**config.mk**
```make
export PLATFORM = sky130hd
export DESIGN_NAME = msfsm_sync_array
export DESIGN_NICKNAME = d
export VERILOG_FILES = /design/src/rtl/msfsm_sync_array.sv
export SDC_FILE = /design/constraint.sdc
export NUM_CORES = 1
export LEC_CHECK = 0
export ABC_CLOCK_PERIOD_IN_PS = 15800
export CORE_MARGIN = 2
export CORE_UTILIZATION = 40
export DETAILED_ROUTE_END_ITERATION = 16
export MAX_ROUTING_LAYER = met4
export SLEW_MARGIN = 15
export SYNTH_ARGS = -nofsm -noshare
export SYNTH_HDL_FRONTEND = slang
export SYNTH_SLANG_ARGS = --single-unit
```
**constraint.sdc**
```tcl
create_clock -name clk -period 15.8 [get_ports clk]
set_input_delay 2.37 -clock clk [delete_from_list [all_inputs] [get_ports clk]]
set_output_delay 2.37 -clock clk [all_outputs]
set_load 0.01 [all_outputs]
```
**src/rtl/msfsm_sync_array.sv**
```systemverilog
// msfsm_sync_array: serially configured array of table-driven state machines
// that synchronise on a shared alphabet of input and output events.
module msfsm_sync_array #(
    parameter int N_FSM    = 2,
    parameter int N_STATES = 8,
    parameter int N_IN     = 4,
    parameter int N_OUT    = 2,
    localparam int SW      = (N_STATES > 1) ? $clog2(N_STATES) : 1,
    localparam int N_EV    = N_IN + N_OUT,
    localparam int EW      = (N_EV > 1) ? $clog2(N_EV) : 1,
    localparam int MW      = N_FSM * N_EV,
    localparam int CW      = MW + N_FSM * N_STATES * N_EV * (SW + 1)
) (
    input  logic                  clk,
    input  logic                  reset,
    input  logic                  cfg_en,
    input  logic                  cfg_data,
    input  logic [N_IN-1:0]       in_evt,
    output logic [N_OUT-1:0]      out_evt,
    output logic                  err,
    output logic [N_FSM*SW-1:0]   state
);
    logic [CW-1:0]                       cfg_q;
    logic [N_FSM-1:0][SW-1:0]            st_q, st_d;
    logic [N_OUT-1:0]                    out_q, out_d;
    logic                                err_q, err_d;
    logic [N_FSM-1:0][N_EV-1:0]          msk, vld;
    logic [N_FSM-1:0][N_EV-1:0][SW-1:0]  nxt;
    logic [N_EV-1:0]                     in_alpha, allow, en;
    logic                                take, multi;
    logic [EW-1:0]                       sel;

    assign msk = cfg_q[MW-1:0];

    // A state outside the table matches no row, so it reads as "nothing valid".
    always_comb begin
        vld = '0;
        nxt = '0;
        for (int f = 0; f < N_FSM; f++)
            for (int s = 0; s < N_STATES; s++)
                if (st_q[f] == SW'(s))
                    for (int e = 0; e < N_EV; e++) begin
                        vld[f][e] = cfg_q[MW + ((f*N_STATES+s)*N_EV+e)*(SW+1)];
                        nxt[f][e] = cfg_q[MW + ((f*N_STATES+s)*N_EV+e)*(SW+1) + 1 +: SW];
                    end
    end

    always_comb begin
        in_alpha = '0;
        allow    = '1;
        for (int f = 0; f < N_FSM; f++)
            for (int e = 0; e < N_EV; e++) begin
                in_alpha[e] = in_alpha[e] | msk[f][e];
                allow[e]    = allow[e] & (~msk[f][e] | vld[f][e]);
            end
    end

    assign en    = in_alpha & allow;
    assign multi = |(in_evt & (in_evt - N_IN'(1)));

    // Inputs win over outputs; among outputs the lowest index fires.
    always_comb begin
        take  = 1'b0;
        sel   = '0;
        out_d = '0;
        err_d = err_q;
        if (|in_evt) begin
            for (int i = 0; i < N_IN; i++)
                if (in_evt[i]) sel = EW'(i);
            take  = !multi && en[sel];
            err_d = err_q | !take;
        end else begin
            for (int o = N_OUT - 1; o >= 0; o--)
                if (en[N_IN+o]) begin
                    take     = 1'b1;
                    sel      = EW'(N_IN + o);
                    out_d    = '0;
                    out_d[o] = 1'b1;
                end
        end
    end

    always_comb
        for (int f = 0; f < N_FSM; f++)
            st_d[f] = (take && msk[f][sel]) ? nxt[f][sel] : st_q[f];

    always_ff @(posedge clk or posedge reset)
        if (reset) begin
            cfg_q <= '0;
            st_q  <= '0;
            out_q <= '0;
            err_q <= 1'b0;
        end else if (cfg_en) begin
            cfg_q <= {cfg_data, cfg_q[CW-1:1]};
            st_q  <= '0;
            out_q <= '0;
        end else begin
            st_q  <= st_d;
            out_q <= out_d;
            err_q <= err_d;
        end

    assign out_evt = out_q;
    assign err     = err_q;
    assign state   = st_q;
endmodule

```
==> impl_metrics.toml, run 1 <==
[yosys]
async_flop_share_pct = 100
synthesis.nets = 1358
synth_area_per_cell_um2 = 13.9
postSynthCellCount = 1350
synth-seq-area-share_pct = 53.9
yosys_warnings = 0
yosys.area.top_type = "dfrtp_1"
synth_area_leaders = "dfrtp_1 54%, mux2_2 24%, mux4_2 6.0%, mux2i_1 2.0%, nand2_1 1.2%"
synth_cell_types = 68
ys_ff_latch = 405
syn-cell-area_um2 = 18800
predominant_post_synthesis_flop_cell = "dfrtp_1"
synth_enable_flop_cells = 0
top_area_cell_type_share_of_the_netlist_area_pct = 53.9

[setup_path]
setup.worst_path.start_class = "primary input"
worstPathRequired_ps = 16180
timing.critical_path.to_type = "register"
critical_path.slowest_cell = "clkdlybuf4s50_1"
worstPathMaxFanout = 16
criticalPathCategory = "primary input to register"
crit_path_start = "in_evt[3]"
crit_path_cell_trace = "clkdlybuf4s50_1 > or2_4 > nor3_4 > o211ai_2 > a211oi_2 > a21oi_2 > o31ai_1 > or2_2 > a311oi_1"
r2r_start = "state[5]"
worst_path_largest_cell_delay_ps = 630
critical_path_arrival_ps = 5680

[sta]
rsz0062_at_grt = "false"
final_hold_viol_count = 0
fin_skew_ps = 18.4
final.hold.worst_slack_ps = 488
final-setup-viol-count = 0
max_freq_mhz = 189
fin_setup_tns_ps = 0
final_critical_path_setup_slack_ps = 10500
final_period_minus_worst_setup_slack_ps = 5300
share_of_the_clock_period_used_by_the_worst_path_after_layout_pct = 33.6
timing.final.max_slew_violations = 0
worst_slew_margin_pct = 32.2
tightest_slew_ps = 1020

[pwr]
post-layout-total-power_mw = 2.34
p_leak_nw = 9.64
vdd_ir_drop_max_mv = 0.0747
powerDensity_nw_per_um2 = 112

[routing]
finalWirelength_mm = 43.7
drt_drc_violations_left = 0
avgRoutedWirePerCell_um = 22.2
drtIter0Drc = 900
detail-route-antenna-nets = 0
via_per_inst = 5.72
dr_total_vias = 11300
dr.pass1.iters = 7

[placed_design]
place_worst_setup_slack_ps = 10040
detailed_placer_s_ending_hpwl_mm = 28.2
detailed_place.area_um2 = 19400
dp_cells = 1893
routabilityCongestion = 0.855
io_buffer_count = 16

[cells_and_area]
layout_common_cells = "403 x mux2_2, 401 x dfrtp_1, 62 x nand2_1"
final_net_count = 1340
core_util_final_pct = 45.0
post_route_cell_area_um2 = 20900
antennaDiodeCount = 0
area_overhead_of_the_layout_relative_to_synthesis_pct = 11.1
layout.cells.most_common = "mux2_2"
layout-drive-gt1-share_pct = 40.8
final_cells = 1970

[cts]
clockRootBuffer = "clkbuf_16"
cts_max_level = 2
post_cts.resized_instances = 0
cts_made_buffers = 44
cts_hold_buffers = 0
tritoncts = "built"
clockBufferDepth = 3
post_cts.repair.setup_buffers = 0
cts_num_sinks = 405
cts.reportedPaths.clkPinSlew_ps = 60
clock_insertion_delay_worst_skew_ps = 560

[global_routing]
grt_util_all_layers_pct = 18.6
grt_start_max_net_pins = 157
wire_length_of_the_first_global_routing_pass_mm = 70.7
globalRoute.totalOverflow = 0
initial_antenna_violation_count = 0
first_global_vias = 11800

[floorplanning]
area_of_the_die_um2 = 48800
core_um2 = 46500
die_w_um = 221
initial_utilization_pct = 40.5
pin_count = 17
fp-row-count = 79
die_y_um = 221

[flow_run]
maxCapViolations = 0

[hold_path]
hold_path.startpoint = "err"
hold_path_class = "register to register"

[outcome]
outcome = "finished clean"
Yosys cell counts, drive strengths merged, types with 5 or more instances:
cell type	instances
a211oi	6
a21oi	29
a221oi	15
a22o	7
a22oi	10
a311oi	6
a31oi	9
and3	6
buf	38
clkbuf	58
dfrtp	405
inv	16
mux2	404
mux2i	37
mux4	52
nand2	62
nand2b	5
nand3	10
nor2	38
nor2b	10
nor3	9
o211ai	13
o21ai	42
o221ai	6
o22ai	5
critical path, delay by kind of cell:
kind	cells	cell delay (ps)
AOI/OAI and AO/OA	5	1770
and+or+nand+nor	3	910
buffers and inverters	1	630
metal layers:
layer  vias to the layer above  global-route usage, %  wire length, µm
met5                         -                      -                0
met4                         0                   6.32             1440
met3                        88                   2.99             2110
met2                       272                   28.2            20300
met1                      5923                   25.4            19900
li1                       4992                      -                -
area by class of cell:
class | instances | area [µm²]
Multi-Input combinational cell | 832 | 8130
Tap cell | 607 | 759
Timing Repair Buffer | 32 | 298
Clock buffer | 65 | 1290
Inverter | 17 | 71.3
Fill cell | 4170 | 25600
Sequential cell | 405 | 10100
Clock inverter | 12 | 195
power breakdown:
group	internal (mW)	total (mW)	switching, mW	leakage, nW
clock network	0.646	1.06	0.416	0.728
registers	1.09	1.14	0.0491	5.59
logic	0.0686	0.133	0.0639	3.32
worst paths after layout:
check                                  end  cells past startpoint  slack (ps)
worst min register to register         err                      1         490
worst max register to register    state[1]                      9       11520
max in group asynchronous       cfg_q[194]                      3       11830
worst max-delay path              state[1]                      9       10500
min in group asynchronous       cfg_q[211]                      2        2380
worst min-delay path                   err                      1         490
sequential cells by signal, indices dropped and copies added (netlist names):
signal / cells
state: 6
out_evt: 2
err: 1
cfg_q: 396
cell families after synthesis:
kind of cell	synth area share [%]
flip-flops	53.9
AO/OA/AOI/OAI	6.80
XOR/XNOR	0.0466
AND/OR/NAND/NOR	3.93
multiplexers	32.5
buffers and inverters	2.87
Power figures use the tool's default switching activity.
==> run 2: changes to the inputs <==
--- a/config.mk
+++ b/config.mk
@@ -5,7 +5,7 @@
 export SDC_FILE = /design/constraint.sdc
 export NUM_CORES = 1
 export LEC_CHECK = 0
-export ABC_CLOCK_PERIOD_IN_PS = 15800
+export ABC_CLOCK_PERIOD_IN_PS = 4600
 export CORE_MARGIN = 2
 export CORE_UTILIZATION = 40
 export DETAILED_ROUTE_END_ITERATION = 16
==> constraint.sdc (replaced) <==
create_clock -name clk -period 4.6 [get_ports clk]
set_input_delay 0.69 -clock clk [delete_from_list [all_inputs] [get_ports clk]]
set_output_delay 0.69 -clock clk [all_outputs]
set_load 0.01 [all_outputs]
==> run 2 against run 1 <==
Clock skew increased by 10 ps. Sequential cell count unchanged. Non-clock buffer count increased by 19. Power increased to 3.4 times the previous value. Core utilization increased by 0.29 points. Global-route usage increased by 0.33 points. Final cell count increased by 1.1%. Register-to-register slack got worse by 11000 ps. Critical path type is now register to register. Critical endpoint unchanged. Largest power group unchanged.
==> impl_metrics.toml, run 2 (synthesis gave the netlist of run 1 again) <==
[hold_path]
min_to = "err"
hold_path.startpoint = "err"
min_delay_path_depth = 1
hold_path_class = "register to register"

[setup_path]
cp_buf_inv_count = 1
critical_path.slowest_cell = "dfrtp_2"
rr_worst_depth = 9
critical_path_arrival_ps = 4130
worstPathRequired_ps = 5040
r2r_start = "state[3]"
worstPathMaxFanout = 23
reg2reg_to = "state[1]"
cpLargestDelayFamily = "compound AO/OA/AOI/OAI gates"
criticalPathCategory = "register to register"
worst_path_largest_cell_delay_ps = 620
timing.reg2reg.setup_slack_ps = 910
crit_path_cell_trace = "buf_4 > nor2b_1 > o21ai_0 > a31oi_1 > o21ai_1 > a21oi_2 > o31ai_1 > or2_2 > a311oi_1"
worstSetupPathDepth = 9
setup.worst_path.start_class = "register"
timing.critical_path.to_type = "register"

[cts]
post_cts.repair.setup_buffers = 0
clock_insertion_delay_worst_skew_ps = 580
cts_max_level = 2
cts_made_buffers = 44
cts_hold_buffers = 0
clockRootBuffer = "clkbuf_16"
tritoncts = "built"
cts_num_sinks = 405
post_cts.resized_instances = 0
clockBufferDepth = 3
cts.reportedPaths.clkPinSlew_ps = 60

[sta]
final_hold_viol_count = 0
worst_slew_margin_pct = 38.5
final-setup-viol-count = 0
final_period_minus_worst_setup_slack_ps = 3690
share_of_the_clock_period_used_by_the_worst_path_after_layout_pct = 80.1
timing.final.max_slew_violations = 0
tightest_slew_ps = 921
fin_skew_ps = 28.8
final_critical_path_setup_slack_ps = 915
rsz0062_at_grt = "false"
max_freq_mhz = 271
final.hold.worst_slack_ps = 469

[cells_and_area]
layout-drive-gt1-share_pct = 41.6
layout_common_cells = "403 x mux2_2, 401 x dfrtp_1, 62 x nand2_1"
final_cells = 1991
nFillCells = 4172
area_overhead_of_the_layout_relative_to_synthesis_pct = 11.8
final_net_count = 1359
layout.cells.most_common = "mux2_2"
max_flop_register = "cfg_q"
largest_register_ffs = 396

[floorplanning]
die_y_um = 221
pin_count = 17
area_of_the_die_um2 = 48800
die_w_um = 221
initial_utilization_pct = 40.5
core_um2 = 46500
fp-row-count = 79

[global_routing]
globalRoute.totalOverflow = 0
grt_util_all_layers_pct = 18.9
initial_antenna_violation_count = 0
grt_start_max_net_pins = 111
wire_length_of_the_first_global_routing_pass_mm = 71.0
first_global_vias = 11700

[placed_design]
dp_cells = 1912
routabilityCongestion = 0.907
io_buffer_count = 16
place_worst_setup_slack_ps = 631
detailed_placer_s_ending_hpwl_mm = 29.4

[routing]
drt_drc_violations_left = 0
drtIter0Drc = 884
dr_total_vias = 11400
via_per_inst = 5.71
detail-route-antenna-nets = 0
dr.pass1.iters = 6
avgRoutedWirePerCell_um = 22.2
finalWirelength_mm = 44.1

[pwr]
post-layout-total-power_mw = 7.85
p_leak_nw = 9.71
vdd_ir_drop_max_mv = 0.253
powerDensity_nw_per_um2 = 374

[flow_run]
maxCapViolations = 0

[outcome]
outcome = "finished clean"
-- run 2: cell count changes in the layout (fill, tap and decap cells not counted), sizes merged --
cell,delta
bufinv,-4
diode,+1
clkinvlp,+1
clkinv,+3
clkbuf,+3
inv,-2
buf,+19
-- run 2: metrics by stage --
stage / setup TNS, ps / util [%] / cell area, µm²
floorplan: -626010 / - / 18800
global placement: 0 / 42.2 / 19600
detailed placement: 0 / 42.2 / 19600
CTS: 0 / 45.2 / 21000
global route: 0 / 45.2 / 21000
finish: 0 / 45.2 / 21000
-- run 2: where the power goes --
group          internal (mW)  switching, mW
Clock                   2.01           1.43
Sequential              3.76          0.179
Combinational          0.246          0.226
-- run 2: worst max-delay path by stage --
stage,startpoint,end
final,state[3],state[1]
after global routing,state[3],state[1]
after CTS,state[3],state[1]
after detailed placement,in_evt[2],state[4]
after global placement,in_evt[2],state[3]
after floorplan,reset,cfg_q[0]
-- run 2: final cells by class --
type	count	area, µm²	area share, %
Clock inverter	10	92.6	0.441
Sequential cell	405	10100	48.2
Inverter	17	67.6	0.321
Multi-Input combinational cell	832	8130	38.7
Clock buffer	68	1310	6.24
Antenna cell	1	2.50	0.0119
Tap cell	607	759	3.61
Timing Repair Buffer	51	515	2.45
-- run 2: metal layers --
metal | GRT usage (%) | vias to the layer above | part of all wire [%]
met3 | 3.41 | 105 | 5.2
met4 | 6.97 | 0 | 3.3
met2 | 28.4 | 282 | 47
met1 | 25.7 | 5956 | 45
met5 | - | - | 0
li1 | - | 5024 | -
